$ cat config.mk
export PLATFORM = sky130hd
export DESIGN_NAME = instr_packer
export DESIGN_NICKNAME = d
export VERILOG_FILES = /design/src/rtl/instr_packer_pkg.sv /design/src/rtl/instr_packer_fifo.sv /design/src/rtl/instr_packer.sv
export SDC_FILE = /design/constraint.sdc
export NUM_CORES = 1
export LEC_CHECK = 0
export CELL_PAD_IN_SITES_DETAIL_PLACEMENT = 0
export CELL_PAD_IN_SITES_GLOBAL_PLACEMENT = 1
export CORE_UTILIZATION = 38
export CTS_BUF_LIST = sky130_fd_sc_hd__clkbuf_16
export DETAILED_ROUTE_END_ITERATION = 10
export GPL_TIMING_DRIVEN = 0
export PLACE_DENSITY = 0.86
export SLEW_MARGIN = 20
export SYNTH_ARGS = -nofsm -noshare
export SYNTH_HDL_FRONTEND = slang
export SYNTH_SLANG_ARGS = --single-unit
$ cat constraint.sdc
create_clock -name clk -period 2.7 [get_ports clk]
set_clock_uncertainty 0.1 [all_clocks]
set_input_delay 0.54 -clock clk [delete_from_list [all_inputs] [get_ports clk]]
set_output_delay 0.54 -clock clk [all_outputs]
set_load 0.01 [all_outputs]
$ cat src/rtl/instr_packer_pkg.sv
// rtl/instr_packer_pkg.sv - format/state encodings, field positions and packing function
package instr_packer_pkg;

  typedef enum logic [1:0] {
    FMT_R   = 2'b00,
    FMT_I   = 2'b01,
    FMT_J   = 2'b10,
    FMT_RSV = 2'b11
  } fmt_e;

  typedef enum logic [1:0] {
    IDLE  = 2'b00,
    LOAD  = 2'b01,
    DRAIN = 2'b10,
    DONE  = 2'b11
  } state_e;

  localparam int INST_W   = 16;
  localparam int OPC_HI   = 15;
  localparam int OPC_LO   = 13;
  localparam int RS_HI    = 12;
  localparam int RS_LO    = 10;
  localparam int RT_HI    = 9;
  localparam int RT_LO    = 7;
  localparam int RD_HI    = 6;
  localparam int RD_LO    = 4;
  localparam int FUNCT_HI = 3;
  localparam int FUNCT_LO = 0;
  localparam int IMM_HI   = 6;
  localparam int IMM_LO   = 0;
  localparam int ADDR_HI  = 12;
  localparam int ADDR_LO  = 0;

  // Anything that is not R or I (including the reserved tag) packs as J.
  function automatic logic [INST_W-1:0] pack_word(
    input logic [1:0]  fmt,
    input logic [2:0]  opcode,
    input logic [2:0]  rs,
    input logic [2:0]  rt,
    input logic [2:0]  rd,
    input logic [3:0]  funct,
    input logic [6:0]  imm_val,
    input logic [12:0] address
  );
    logic [INST_W-1:0] w;
    w = '0;
    w[OPC_HI:OPC_LO] = opcode;
    case (fmt)
      FMT_R: begin
        w[RS_HI:RS_LO]       = rs;
        w[RT_HI:RT_LO]       = rt;
        w[RD_HI:RD_LO]       = rd;
        w[FUNCT_HI:FUNCT_LO] = funct;
      end
      FMT_I: begin
        w[RS_HI:RS_LO]   = rs;
        w[RT_HI:RT_LO]   = rt;
        w[IMM_HI:IMM_LO] = imm_val;
      end
      default: w[ADDR_HI:ADDR_LO] = address;
    endcase
    return w;
  endfunction

endpackage

$ cat src/rtl/instr_packer_fifo.sv
// rtl/instr_packer_fifo.sv - instr_fifo: synchronous packed-word FIFO, async active-low reset
module instr_fifo #(
  parameter int WIDTH = 16,
  parameter int DEPTH = 4
) (
  input  logic             clk,
  input  logic             rst_n,
  input  logic             push,
  input  logic [WIDTH-1:0] push_data,
  input  logic             pop,
  output logic [WIDTH-1:0] head,
  output logic             full,
  output logic             empty
);

  localparam int PW = $clog2(DEPTH);

  logic [WIDTH-1:0] r_mem [DEPTH];
  logic [PW-1:0]    r_wptr;
  logic [PW-1:0]    r_rptr;
  logic [PW:0]      r_cnt;
  logic             w_push;
  logic             w_pop;

  assign w_push = push & ~full;
  assign w_pop  = pop & ~empty;
  assign full   = (r_cnt == DEPTH[PW:0]);
  assign empty  = (r_cnt == '0);
  assign head   = r_mem[r_rptr];

  always_ff @(posedge clk or negedge rst_n) begin
    if (!rst_n) begin
      r_wptr <= '0;
      r_rptr <= '0;
      r_cnt  <= '0;
    end else begin
      if (w_push) r_wptr <= r_wptr + PW'(1);
      if (w_pop)  r_rptr <= r_rptr + PW'(1);
      r_cnt <= r_cnt + (PW+1)'(w_push) - (PW+1)'(w_pop);
    end
  end

  always_ff @(posedge clk) begin
    if (w_push) r_mem[r_wptr] <= push_data;
  end

endmodule

$ cat src/rtl/instr_packer.sv
// rtl/instr_packer.sv - packs decoded fields into 16-bit words and streams them to imem.
// Optional PACKER_FMT_CHECK_EN: drop reserved-format tuples and flag err.
module instr_packer
  import instr_packer_pkg::*;
#(
  parameter int inst_SIZE  = 16,
  parameter int ADDR_W     = 8,
  parameter int FIFO_DEPTH = 4
) (
  input  logic                 clk,
  input  logic                 rst_n,
  input  logic                 start,
  input  logic [ADDR_W-1:0]    base_addr,
  input  logic [ADDR_W-1:0]    word_count,
  input  logic                 fld_valid,
  output logic                 fld_ready,
  input  logic [1:0]           fld_fmt,
  input  logic [2:0]           opcode,
  input  logic [2:0]           rs,
  input  logic [2:0]           rt,
  input  logic [2:0]           rd,
  input  logic [3:0]           funct,
  input  logic [6:0]           imm_val,
  input  logic [12:0]          address,
  output logic                 imem_we,
  output logic [ADDR_W-1:0]    imem_addr,
  output logic [inst_SIZE-1:0] imem_wdata,
  input  logic                 imem_ready,
  output logic                 busy,
  output logic                 done,
  output logic                 err
);

  state_e                r_state;
  state_e                w_next;
  logic [ADDR_W-1:0]     r_addr;
  logic [ADDR_W-1:0]     r_count;
  logic [ADDR_W-1:0]     r_accepted;
  logic                  w_start;
  logic                  w_accept;
  logic                  w_push;
  logic                  w_pop;
  logic                  w_fifo_full;
  logic                  w_fifo_empty;
  logic [inst_SIZE-1:0]  w_head;
  logic [inst_SIZE-1:0]  w_packed;

  assign w_start  = (r_state == IDLE) & start;
  assign w_accept = fld_valid & fld_ready;
  assign w_pop    = imem_we & imem_ready;
  assign w_packed = inst_SIZE'(pack_word(fld_fmt, opcode, rs, rt, rd, funct, imm_val, address));

`ifdef PACKER_FMT_CHECK_EN
  logic w_rsv;
  logic r_err;
  assign w_rsv  = (fld_fmt == FMT_RSV);
  assign w_push = w_accept & ~w_rsv;
  assign err    = r_err;

  always_ff @(posedge clk or negedge rst_n) begin
    if (!rst_n)                r_err <= 1'b0;
    else if (w_start)          r_err <= 1'b0;
    else if (w_accept & w_rsv) r_err <= 1'b1;
  end
`else
  assign w_push = w_accept;
  assign err    = 1'b0;
`endif

  instr_fifo #(
    .WIDTH (inst_SIZE),
    .DEPTH (FIFO_DEPTH)
  ) u_fifo (
    .clk       (clk),
    .rst_n     (rst_n),
    .push      (w_push),
    .push_data (w_packed),
    .pop       (w_pop),
    .head      (w_head),
    .full      (w_fifo_full),
    .empty     (w_fifo_empty)
  );

  always_ff @(posedge clk or negedge rst_n) begin
    if (!rst_n) r_state <= IDLE;
    else        r_state <= w_next;
  end

  always_comb begin
    w_next = r_state;
    case (r_state)
      IDLE:  if (start) w_next = (word_count == '0) ? DONE : LOAD;
      LOAD:  if (r_accepted == r_count) w_next = DRAIN;
      DRAIN: if (w_fifo_empty) w_next = DONE;
      DONE:  w_next = IDLE;
      default: w_next = IDLE;
    endcase
  end

  always_comb begin
    fld_ready = 1'b0;
    busy      = 1'b1;
    done      = 1'b0;
    case (r_state)
      IDLE:  busy = 1'b0;
      LOAD:  fld_ready = ~w_fifo_full & (r_accepted < r_count);
      DONE:  done = 1'b1;
      default: ;
    endcase
  end

  always_ff @(posedge clk or negedge rst_n) begin
    if (!rst_n) begin
      r_addr     <= '0;
      r_count    <= '0;
      r_accepted <= '0;
    end else if (w_start) begin
      r_addr     <= base_addr;
      r_count    <= word_count;
      r_accepted <= '0;
    end else begin
      if (w_pop)  r_addr     <= r_addr + ADDR_W'(1);
      if (w_push) r_accepted <= r_accepted + ADDR_W'(1);
    end
  end

  // Head is gated so the write bus reads zero whenever nothing is queued.
  assign imem_we    = ~w_fifo_empty;
  assign imem_addr  = r_addr;
  assign imem_wdata = imem_we ? w_head : '0;

endmodule

==> summary.md <==
| Metric | Value |
|---|---|
| Status | `finished, violations left` |
| Failing checks | `design-rule violations` |
| H-tree depth | `3` |
| Root Driver | `clkbuf_16` |
| Die ar. | `12500 sq um` |
| Vias in the first global route | `3268` |
| Synth top area share | `0.418` |
| Pwr/cell area | `976 nW/um^2` |
| Io pins | `88` |
| Critical Path End | `imem_wdata[5]` |
| Top-count cell post-synth | `edfxtp_1` |
| Static Leakage | `0.00242 uW` |
| Met3 GRT Util | `0.0441` |
| Reg2reg path depth | `12` |
| Async set-or-reset flop fraction in the synthesized netlist | `0.340` |
| Layout fillers | `979` |
| Max-slew headroom | `0.534` |
| Flip-flop and latch count after synthesis | `97` |
| Placed cells | `568` |
| Global Route met2 Usage | `0.299` |
| Period minus WS final | `2650 ps` |
| Crit path from | `u_fifo.r_rptr[0]` |
| CP startpoint kind | `register` |
| All-Layer GR Usage | `0.167` |
| Most Used Layer, Global Route | `met2` |
| Final hold vios | `0` |
| Worst-path clk slew | `70 ps` |
| Router iterations before antenna repair | `7` |
| Arrival @ worst endpoint | `2010 ps` |
| R2r setup slk | `140 ps` |
| Yosys top cell by area | `edfxtp_1` |
| Hold Crit Depth | `2` |
| Port Buffer Count | `84` |
| R2R Path Start | `r_count[1]` |
| Synth Net Count | `421` |
| Hold WC Path Type | `reg -> reg` |
| Core ar. | `11600 sq um` |
| Setup violations, final | `0` |
| CTS tree | `built` |
| Post-DP HPWL | `6920 microns` |
| Row cnt | `39` |
| Worst Path Required | `2060 ps` |
| Met1 Use GR | `0.191` |
| Die X | `112 microns` |
| Cell variety after synth | `42` |
| Number of max-slew violations in the final report | `0` |
| Main synth FF type | `edfxtp_1` |
| Synth area leaders | `edfxtp_1 42%, dfrtp_1 18%, mux4_2 7.8%` |
| Worst Setup End Kind | `output pin` |
| Max Fclk | `0.377 GHz` |
| Crit-path max FO | `8` |
| Total vias in the final route | `3116` |
| Initial antenna violation count | `0` |
| Starting Density | `0.396` |
| Die Ht | `112 microns` |
| Syn Area/Cell | `13.5 sq um` |
| Worst-Skew Late Latency | `350 ps` |
| Tcrit/Tclk final | `0.982` |
| Synthesis-to-layout area growth | `35.5%` |
| VDD IR max | `0.469 mV` |
| Gp weighted congestion | `0.802` |
| Seq/Total Area, Yosys | `0.598` |
| Routed WL | `10200 microns` |
| Syn Inst Count | `340` |
| Cell Count, Final, Fillers Out | `605` |
| Post-Syn Area | `4600 sq um` |
| Post-synth top cells | `64 x edfxtp_1, 35 x nand2_1, 33 x dfrtp_1, 27 x o21ai_0, 21 x ha_1` |
| DRC viols | `12` |
| Per-cell routed wire length | `16.8 microns` |
| CTS buffer count | `9` |
| Initial DRC Count | `281` |
| Post-route setup TNS | `0 ps` |
| FF-to-FF End | `u_fifo.r_cnt[2]` |
| Clk buf depth | `2` |
| Antenna Nets Post-Route | `0` |
| Least-Margin Pin Slew | `699 ps` |
| Post-synth EDFFs | `64` |
| Kind of critical path | `reg -> out` |
| Largest net degree at the start of global routing | `26` |
| Yosys warning count | `0` |
| Max_cap viols | `0` |
| Routed vias/inst | `5.15` |
| Power Total | `6080 uW` |
| First-pass GRT wire length | `16000 microns` |
| Post-layout nets | `537` |
| Layout cell share with drive strength beyond 1 | `0.193` |
| Clock sink count | `97` |
| Overflow after GRT | `0` |
==> how the worst min path moves through the flow <==
stage,startpoint,to,slack [ps]
after global placement,u_fifo.r_cnt[2],u_fifo.r_cnt[2],390
after detailed placement,rst_n,imem_addr[7],320
after floorplan,rst_n,imem_addr[0],140
after CTS,u_fifo.r_cnt[2],u_fifo.r_cnt[2],420
after global routing,u_fifo.r_cnt[2],u_fifo.r_cnt[2],470
final,r_count[0],r_count[0],430
==> state kept, by name, summed over array words and instances (netlist names) <==
register	flops
u_fifo.r_wptr	2
r_count	8
u_fifo.r_cnt	3
u_fifo.r_mem	64
r_state	2
imem_addr	8
u_fifo.r_rptr	2
r_accepted	8
==> layout make-up <==
class / count / area (sq um) / share of cell area
buffer: 14 / 116 / 0.0187
antenna: 1 / 2.50 / 0.000402
inverter: 18 / 67.6 / 0.0108
clock buffer: 9 / 225 / 0.0361
multi-input combinational: 211 / 1780 / 0.285
timing repair buffer: 105 / 1030 / 0.165
tap: 143 / 179 / 0.0287
sequential: 97 / 2750 / 0.441
clock inverter: 7 / 87.6 / 0.0141
==> stage by stage <==
| stage | setup slack [ps] | area [sq um] | utilization | hold slack [ps] |
|---|---|---|---|---|
| finish | 48.0 | 6230 | 0.537 | 426 |
| global route | -11.4 | 6230 | 0.536 | 470 |
| detailed placement | -328 | 5630 | 0.485 | 316 |
| floorplan | 169 | 4600 | - | 144 |
| CTS | -23.6 | 6060 | 0.522 | 425 |
| global placement | -264 | 5620 | 0.484 | 391 |
==> logic make-up after synthesis <==
kind of cell,share of synthesized area
xor+xnor,0.0229
compound gates,0.0629
other cells,0.000816
simple gates,0.106
flops,0.598
fa+ha+maj,0.0615
mux,0.117
buf+inv,0.0313
==> critical path, stage by stage, from the launching register on <==
cell             delay (ps)
dfrtp_1                 390
buf_12                  140
mux4_2                  480
and2_1                  170
clkdlybuf4s50_1         470
==> layer usage <==
layer	part of all wire	wire length [microns]	vias to the layer above
li1	-	-	1485
met1	0.41	4130	1523
met2	0.52	5320	95
met3	0.053	536	13
met4	0.017	173	0
met5	0	0	-
==> where the power goes <==
part           leakage [uW]  internal (uW)  switching [uW]  total [uW]
combinational       0.00128           1410            1210        2620
clock              0.000153            737             579        1320
sequential         0.000989           1920             222        2150
total               0.00242           4070            2010        6080
==> cells in the final DEF (no fill, tap or decap), types with 6 or more instances in the layout <==
master and instances:
and2_1 18, xnor2_1 6, o21ai_0 27, dfrtp_1 31
inv_1 17, mux4_2 16, mux2i_1 10, ha_1 20
buf_4 20, clkdlybuf4s50_1 69, dlygate4sd2_1 9, xor2_1 6
mux2_2 7, edfxtp_1 64, a21oi_1 10, nand2_1 35
clkbuf_16 9, nand3_1 6
==> repair_timing <==
item | CTS | global route
gates cloned | 0 | 2
hold buffers | 1 | 0
buffers inserted | 7 | 12
setup endpoints to repair | 84 | 77
hold endpoints to repair | 8 | 0
gates resized for setup | 41 | 10
pin swaps | 3 | 8
Note: power is estimated with default switching activity, not from simulation.
